`config.mk`:
```
export PLATFORM = sky130hd
export DESIGN_NAME = romulus_tbc_sequencer_flat
export DESIGN_NICKNAME = d
export VERILOG_FILES = /design/src/rtl/romulus_config_pkg.sv /design/src/rtl/romulus_tbc_sequencer_if.sv /design/src/rtl/skinny_rc_lfsr.sv /design/src/rtl/romulus_tbc_sequencer.sv /design/src/flat_wrapper.sv
export SDC_FILE = /design/constraint.sdc
export NUM_CORES = 1
export LEC_CHECK = 0
export BUFFER_PORTS_ARGS = -buffer_cell sky130_fd_sc_hd__clkbuf_2
export CORE_MARGIN = 5
export CORE_UTILIZATION = 47
export DETAILED_ROUTE_END_ITERATION = 10
export GPL_ROUTABILITY_DRIVEN = 0
export PLACE_DENSITY_LB_ADDON = 0.1
export SYNTH_ARGS = -nofsm -noshare
export SYNTH_HDL_FRONTEND = slang
export SYNTH_HIERARCHICAL = 1
export SYNTH_SLANG_ARGS = --single-unit
```
`constraint.sdc`:
```
create_clock -name clk -period 1.65 [get_ports clk]
set_input_delay 0.2475 -clock clk [delete_from_list [all_inputs] [get_ports clk]]
set_output_delay 0.2475 -clock clk [all_outputs]
set_load 0.005 [all_outputs]
```
`src/rtl/romulus_config_pkg.sv`:
```
`default_nettype none
// ============================================================================
// Module   : romulus_config_pkg
// Purpose  : Shared configuration, state encoding and constants for the
//            Romulus TBC control sequencer.
// Revision : 1.0 - initial release
// ============================================================================
package romulus_config_pkg;

  localparam int BUSW         = 32;
  localparam int RNDS_PER_CLK = 4;
  localparam int NUMRNDS      = 40;
  localparam int CNTW         = 6;

  localparam int CONSTW     = CNTW * RNDS_PER_CLK;
  localparam int KEY_BEATS  = 128 / BUSW;
  localparam int BEAT_W     = (KEY_BEATS > 1) ? $clog2(KEY_BEATS) : 1;
  localparam int TBC_CYCLES = NUMRNDS / RNDS_PER_CLK;
  localparam int RND_W      = (TBC_CYCLES > 1) ? $clog2(TBC_CYCLES) : 1;

  localparam logic [CNTW-1:0] c_RC_INIT = CNTW'(6'h00);

  typedef enum logic [1:0] {
    ST_IDLE = 2'd0,
    ST_KEY  = 2'd1,
    ST_TBC  = 2'd2,
    ST_CORR = 2'd3
  } seq_state_t;

  function automatic logic state_busy(input seq_state_t s);
    return (s != ST_IDLE);
  endfunction

endpackage
`default_nettype wire

```
`src/rtl/romulus_tbc_sequencer_if.sv`:
```
`default_nettype none
// ============================================================================
// Module   : romulus_tbc_sequencer_if
// Purpose  : Request/handshake and datapath-control bundle between the mode
//            FSM (master) and the TBC sequencer (slave).
// Revision : 1.0 - initial release
// ============================================================================
interface romulus_tbc_sequencer_if;
  import romulus_config_pkg::*;

  logic              start;
  logic              key_start;
  logic              cnt_inc;
  logic              key_valid;
  logic              key_ready;
  logic              ready;
  logic              busy;
  logic              done;
  logic [CONSTW-1:0] constant;
  logic              senc;
  logic              sen;
  logic              xenc;
  logic              xen;
  logic              xrst;
  logic              yenc;
  logic              yen;
  logic              zenc;
  logic              zen;
  logic              correct_cnt;

  modport master (
    output start, key_start, cnt_inc, key_valid,
    input  key_ready, ready, busy, done, constant,
    input  senc, sen, xenc, xen, xrst, yenc, yen, zenc, zen, correct_cnt
  );

  modport slave (
    input  start, key_start, cnt_inc, key_valid,
    output key_ready, ready, busy, done, constant,
    output senc, sen, xenc, xen, xrst, yenc, yen, zenc, zen, correct_cnt
  );

endinterface
`default_nettype wire

```
`src/rtl/skinny_rc_lfsr.sv`:
```
`default_nettype none
// ============================================================================
// Module   : skinny_rc_lfsr
// Purpose  : Combinational unroll of N_STEPS SKINNY round-constant LFSR steps.
// Revision : 1.0 - initial release
// ============================================================================
module skinny_rc_lfsr #(
  parameter int N_STEPS = 4,
  parameter int RC_W    = 6
) (
  input  wire logic [RC_W-1:0]         i_rc,
  output logic      [RC_W*N_STEPS-1:0] o_constant,
  output logic      [RC_W-1:0]         o_rc_next
);

  // Slice i holds the state after i+1 steps; the final state feeds the register.
  always_comb begin
    logic [RC_W-1:0] v_rc;
    v_rc       = i_rc;
    o_constant = '0;
    for (int i = 0; i < N_STEPS; i++) begin
      v_rc = {v_rc[RC_W-2:0], ~(v_rc[RC_W-1] ^ v_rc[RC_W-2])};
      o_constant[RC_W*i +: RC_W] = v_rc;
    end
    o_rc_next = v_rc;
  end

endmodule
`default_nettype wire

```
`src/rtl/romulus_tbc_sequencer.sv`:
```
`default_nettype none
// ============================================================================
// Module   : romulus_tbc_sequencer
// Purpose  : Key load, unrolled round loop and tweakey-correction sequencing
//            for one Romulus tweakable-block-cipher invocation.
// Revision : 1.0 - initial release
// ============================================================================
module romulus_tbc_sequencer
  import romulus_config_pkg::*;
(
  input wire logic               clk,
  input wire logic               rst,
  romulus_tbc_sequencer_if.slave bus
);

  seq_state_t        r_state;
  seq_state_t        w_state_nxt;
  logic [BEAT_W-1:0] r_beat_cnt;
  logic [RND_W-1:0]  r_rnd_cnt;
  logic [CNTW-1:0]   r_rc;
  logic [CNTW-1:0]   w_rc_nxt;
  logic [CONSTW-1:0] w_rc_bus;
  logic              r_done;
  logic              w_last_beat;
  logic              w_last_rnd;

  logic w_key_ready, w_xrst, w_senc, w_sen, w_xenc, w_xen;
  logic w_yenc, w_yen, w_zenc, w_zen, w_correct_cnt;

  skinny_rc_lfsr #(
    .N_STEPS (RNDS_PER_CLK),
    .RC_W    (CNTW)
  ) u_rc_lfsr (
    .i_rc       (r_rc),
    .o_constant (w_rc_bus),
    .o_rc_next  (w_rc_nxt)
  );

  assign w_last_beat = bus.key_valid && (r_beat_cnt == BEAT_W'(KEY_BEATS - 1));
  assign w_last_rnd  = (r_rnd_cnt == RND_W'(TBC_CYCLES - 1));

  always_ff @(posedge clk) begin
    if (rst) begin
      r_state <= ST_IDLE;
    end else begin
      r_state <= w_state_nxt;
    end
  end

  // Counters and LFSR are re-armed every IDLE cycle so a new job starts clean.
  always_ff @(posedge clk) begin
    if (rst) begin
      r_beat_cnt <= '0;
      r_rnd_cnt  <= '0;
      r_rc       <= c_RC_INIT;
      r_done     <= 1'b0;
    end else begin
      r_done <= (r_state == ST_CORR);
      case (r_state)
        ST_IDLE: begin
          r_beat_cnt <= '0;
          r_rnd_cnt  <= '0;
          r_rc       <= c_RC_INIT;
        end
        ST_KEY: begin
          if (bus.key_valid) begin
            r_beat_cnt <= r_beat_cnt + BEAT_W'(1);
          end
        end
        ST_TBC: begin
          r_rnd_cnt <= r_rnd_cnt + RND_W'(1);
          r_rc      <= w_rc_nxt;
        end
        default: begin
        end
      endcase
    end
  end

  always_comb begin
    w_state_nxt   = r_state;
    w_key_ready   = 1'b0;
    w_xrst        = 1'b0;
    w_senc        = 1'b0;
    w_sen         = 1'b0;
    w_xenc        = 1'b0;
    w_xen         = 1'b0;
    w_yenc        = 1'b0;
    w_yen         = 1'b0;
    w_zenc        = 1'b0;
    w_zen         = 1'b0;
    w_correct_cnt = 1'b0;

    case (r_state)
      ST_IDLE: begin
        // Fixed priority; losing requests are simply dropped.
        if (bus.key_start) begin
          w_state_nxt = ST_KEY;
        end else if (bus.cnt_inc) begin
          w_zen         = 1'b1;
          w_correct_cnt = 1'b1;
        end else if (bus.start) begin
          w_state_nxt = ST_TBC;
        end
      end
      ST_KEY: begin
        w_key_ready = 1'b1;
        w_xrst      = bus.key_valid;
        if (w_last_beat) begin
          w_state_nxt = ST_IDLE;
        end
      end
      ST_TBC: begin
        w_senc = 1'b1;
        w_sen  = 1'b1;
        w_xenc = 1'b1;
        w_xen  = 1'b1;
        w_yenc = 1'b1;
        w_yen  = 1'b1;
        w_zenc = 1'b1;
        w_zen  = 1'b1;
        if (w_last_rnd) begin
          w_state_nxt = ST_CORR;
        end
      end
      ST_CORR: begin
        w_xen       = 1'b1;
        w_yen       = 1'b1;
        w_zen       = 1'b1;
        w_state_nxt = ST_IDLE;
      end
      default: begin
        w_state_nxt = ST_IDLE;
      end
    endcase
  end

  assign bus.ready       = (r_state == ST_IDLE);
  assign bus.busy        = state_busy(r_state);
  assign bus.done        = r_done;
  assign bus.key_ready   = w_key_ready;
  assign bus.constant    = (r_state == ST_TBC) ? w_rc_bus : '0;
  assign bus.senc        = w_senc;
  assign bus.sen         = w_sen;
  assign bus.xenc        = w_xenc;
  assign bus.xen         = w_xen;
  assign bus.xrst        = w_xrst;
  assign bus.yenc        = w_yenc;
  assign bus.yen         = w_yen;
  assign bus.zenc        = w_zenc;
  assign bus.zen         = w_zen;
  assign bus.correct_cnt = w_correct_cnt;

endmodule
`default_nettype wire

```
`src/flat_wrapper.sv`:
```
// flat-port wrapper written by rule: the top's interface ports become plain ports
module romulus_tbc_sequencer_flat import romulus_config_pkg::*;
  (clk, rst, bus_start, bus_key_start, bus_cnt_inc, bus_key_valid, bus_key_ready, bus_ready, bus_busy, bus_done, bus_constant, bus_senc, bus_sen, bus_xenc, bus_xen, bus_xrst, bus_yenc, bus_yen, bus_zenc, bus_zen, bus_correct_cnt);
  romulus_tbc_sequencer_if bus_i ();
  input wire logic clk;
  input wire logic rst;
  input wire logic [$bits(bus_i.start)-1:0] bus_start;
  input wire logic [$bits(bus_i.key_start)-1:0] bus_key_start;
  input wire logic [$bits(bus_i.cnt_inc)-1:0] bus_cnt_inc;
  input wire logic [$bits(bus_i.key_valid)-1:0] bus_key_valid;
  output wire logic [$bits(bus_i.key_ready)-1:0] bus_key_ready;
  output wire logic [$bits(bus_i.ready)-1:0] bus_ready;
  output wire logic [$bits(bus_i.busy)-1:0] bus_busy;
  output wire logic [$bits(bus_i.done)-1:0] bus_done;
  output wire logic [$bits(bus_i.constant)-1:0] bus_constant;
  output wire logic [$bits(bus_i.senc)-1:0] bus_senc;
  output wire logic [$bits(bus_i.sen)-1:0] bus_sen;
  output wire logic [$bits(bus_i.xenc)-1:0] bus_xenc;
  output wire logic [$bits(bus_i.xen)-1:0] bus_xen;
  output wire logic [$bits(bus_i.xrst)-1:0] bus_xrst;
  output wire logic [$bits(bus_i.yenc)-1:0] bus_yenc;
  output wire logic [$bits(bus_i.yen)-1:0] bus_yen;
  output wire logic [$bits(bus_i.zenc)-1:0] bus_zenc;
  output wire logic [$bits(bus_i.zen)-1:0] bus_zen;
  output wire logic [$bits(bus_i.correct_cnt)-1:0] bus_correct_cnt;
  assign bus_i.start = bus_start;
  assign bus_i.key_start = bus_key_start;
  assign bus_i.cnt_inc = bus_cnt_inc;
  assign bus_i.key_valid = bus_key_valid;
  assign bus_key_ready = bus_i.key_ready;
  assign bus_ready = bus_i.ready;
  assign bus_busy = bus_i.busy;
  assign bus_done = bus_i.done;
  assign bus_constant = bus_i.constant;
  assign bus_senc = bus_i.senc;
  assign bus_sen = bus_i.sen;
  assign bus_xenc = bus_i.xenc;
  assign bus_xen = bus_i.xen;
  assign bus_xrst = bus_i.xrst;
  assign bus_yenc = bus_i.yenc;
  assign bus_yen = bus_i.yen;
  assign bus_zenc = bus_i.zenc;
  assign bus_zen = bus_i.zen;
  assign bus_correct_cnt = bus_i.correct_cnt;
  romulus_tbc_sequencer u_core (.clk(clk), .rst(rst), .bus(bus_i));
endmodule
```
==> summary.md <==
| Metric | Value |
|---|---|
| Outcome | complete, no violations |
| Setup repair after global routing missed its margin | no |
| Area of the core | 0.002212 sq mm |
| Most common cell after layout, fill and taps aside | clkbuf_2 |
| Initial antenna violation count | 0 |
| Overflow after GRT | 0 |
| Final design instance area without fill | 0.001129 sq mm |
| First-pass DRT Iterations | 4 |
| Mux contribution to synthesized area | 0.9206% |
| Post-Syn Nets | 147 |
| Placed cells | 172 |
| Critical path launch point type | register |
| Total leakage power | 0.5371 nW |
| Number of buffers created by CTS | 3 |
| Clock latency at the later pin of the worst-skew pair | 280 ps |
| Chip width | 58.10 microns |
| Synthesized-area fraction occupied by and/or/nand/nor cells | 28.54% |
| Number of max-capacitance violations reported | 0 |
| Average via count per standard cell | 4.864 |
| Resized Gates After CTS | 0 |
| Arrival time worst endpoint | 1310 ps |
| Sequential share of the synthesized area | 27.62% |
| Number of diodes | 0 |
| Vertical die dimension | 58.10 microns |
| Clock tree from TritonCTS | done |
| Share of synthesized cell area in full adder, half adder and majority cells | 3.452% |
| Fraction of layout instances using a drive strength above 1 | 34.46% |
| Post-place instance area | 0.001100 sq mm |
| DRC viols | 0 |
| Number of global-route vias before repair | 790 |
| Hold Slack | 261.2 ps |
| Worst clock skew | 10.61 ps |
| Wire length of the first global-routing pass | 3305 microns |
| Aggregate routed wire length | 1951 microns |
| Num Clock Sinks | 15 |
| Hold Vio Cnt, Final | 0 |
| Class of the tightest hold or removal check | in2reg |
| Most common flop cell mapped by yosys | dfxtp_1 |
| Critical path class | reg2out |
| Final worst path period need | 1554 ps |
| Gate Count Post-Synth | 138 |
| Number of distinct library cells after synthesis | 28 |
| Worst-case headroom to the max-slew limit | 79.71% |
| Xor/xnor share of the synthesized area | 3.222% |
| F_max | 643.7 MHz |
| Number of antenna-violating nets in the routed design | 0 |
| Finished Core Util | 51.02% |
| Area of the mapped netlist | 0.001087 sq mm |
| Highest-count cells in the layout ignoring fill and taps | clkbuf_2 (43), and2_1 (24), dfxtp_1 (15) |
| Area of the multi-input gates | 508.0 sq um |
| Number of flops mapped to enable cells by yosys | 0 |
| Crit end category | output port |
| H-tree depth | 1 |
| Syn. warnings | 6 |
| Post-synthesis compound-gate area fraction | 10.47% |
| FF+latch count, synth | 15 |
| Worst Reg-to-Reg Cells | 3 |
| Fin Setup TNS | 0 ps |
| IO Port Bufs | 43 |
| Area Overhead vs Synth | 3.797% |
| Portion of the clock cycle consumed by the worst path in the final layout | 94.15% |
| Largest fanout on the critical path | 35 |
| Initial Util | 49.15% |
| Cell Count, Final, Fillers Out | 176 |
| Required time reported for the critical path endpoint | 1400 ps |
| Top-Level Pins | 44 |
| Cell Pwr Density | 605.2 mW/mm^2 |
| Cell count of the worst hold path | 3 |
| Area taken by flip-flops and latches | 300.3 sq um |
| Die Outline Area | 0.003375 sq mm |
| Fillers | 223 |
| Drt initial violations | 28 |
| Overall Global Routing Usage | 12.29% |
| Fraction of registers with async set/reset | 0% |
| Worst Tran Pin Value | 302.1 ps |
| Post-CTS Hold Fix Bufs | 0 |
| CTS Root Cell | clkbuf_4 |
| Avg WL per Cell | 11.09 microns |
| HPWL after DPL | 1417 microns |
| Net count of the finished layout | 158 |
| CTS Buffer Depth | 2 |
| Post-CTS setup repair buffer count | 0 |
| Synthesized area per cell | 7.879 sq um |
| Pin count of the biggest net entering global routing | 36 |
| Worst IR Drop VDD | 0.0003357 V |
| Max-slew violations | 0 |
| Dominant combinational cell family by area after synthesis | simple AND/OR/NAND/NOR gates |
| Final count of negative-setup-slack endpoints | 0 |
| Site row count | 17 |
| Vias after detailed routing | 856 |
| Clock transition at the registers of the reported paths | 90 ps |
==> critical path, stage by stage, from the launching register on <==
cell and delay [ps]:
dfxtp_1 330, and2b_2 260, buf_12 170, and2_1 160, clkbuf_2 100
==> cell usage after synthesis, drive strengths merged (2+ instances only) <==
cell	number	area share [%]
o21ai	3	1.4
inv	2	0.69
xnor2	4	3.2
nand3	2	0.92
nand2b	3	1.7
and2	24	14
a21oi	6	2.8
clkbuf	5	1.7
nand2	5	1.7
a22oi	6	4.1
nor2	11	3.8
nor2b	3	1.7
dfxtp	15	28
buf	35	23
ha	3	3.5
==> routing by layer <==
metal	GRT usage (%)	wire, microns
met1	14.06	871
met2	21.29	851
met4	4.967	12
met5	0	0
met3	3.563	216
==> power by group <==
part,leakage [nW],total [mW],internal (mW),switching [mW]
Combinational,0.398,0.102,0.0476,0.0545
Clock,0.0177,0.206,0.0899,0.116
Sequential,0.121,0.375,0.369,0.00629
==> final cells by class <==
| cell class | count | area share, % |
|---|---|---|
| timing repair buffer | 46 | 22.17 |
| sequential | 15 | 26.61 |
| clock buffer | 3 | 1.996 |
| multi-input combinational | 81 | 45.01 |
| inverter | 2 | 0.6652 |
| tap | 28 | 3.104 |
| clock inverter | 1 | 0.4435 |
==> flip-flops by register name, indices dropped and copies added (netlist names) <==
name / flops
u_core/r_state: 2
u_core/r_beat_cnt: 2
u_core/bus.done: 1
u_core/r_rnd_cnt: 4
u_core/r_rc: 6
==> kinds of logic after synthesis <==
family,count (synthesis)
AO/OA/AOI/OAI,18
multiplexers,1
AND/OR/NAND/NOR,55
flip-flops,15
adder cells (fa/ha/maj),3
buffers and inverters,42
XOR/XNOR,4
==> worst paths after layout <==
check	startpoint	to	slack, ps
worst min-delay path	bus_start	u_core/r_state[1]$_SDFFE_PP0P_	260
worst max-delay path	u_core/r_state[0]$_SDFFE_PP0P_	bus_constant[18]	100
worst min register to register	u_core/r_beat_cnt[1]$_SDFFE_PP0P_	u_core/r_beat_cnt[1]$_SDFFE_PP0P_	490
worst max register to register	u_core/r_state[0]$_SDFFE_PP0P_	u_core/r_rnd_cnt[3]$_SDFFE_PP0P_	470
==> per-stage QoR <==
stage	power [mW]	worst slack, ps
after detailed placement	0.4868	370.6
after global routing	0.7233	7.558
after floorplan	0.4624	333.5
final	0.6830	96.47
after global placement	0.4848	405.9
after CTS	0.6956	45.20
(Power assumes the default switching activity.)
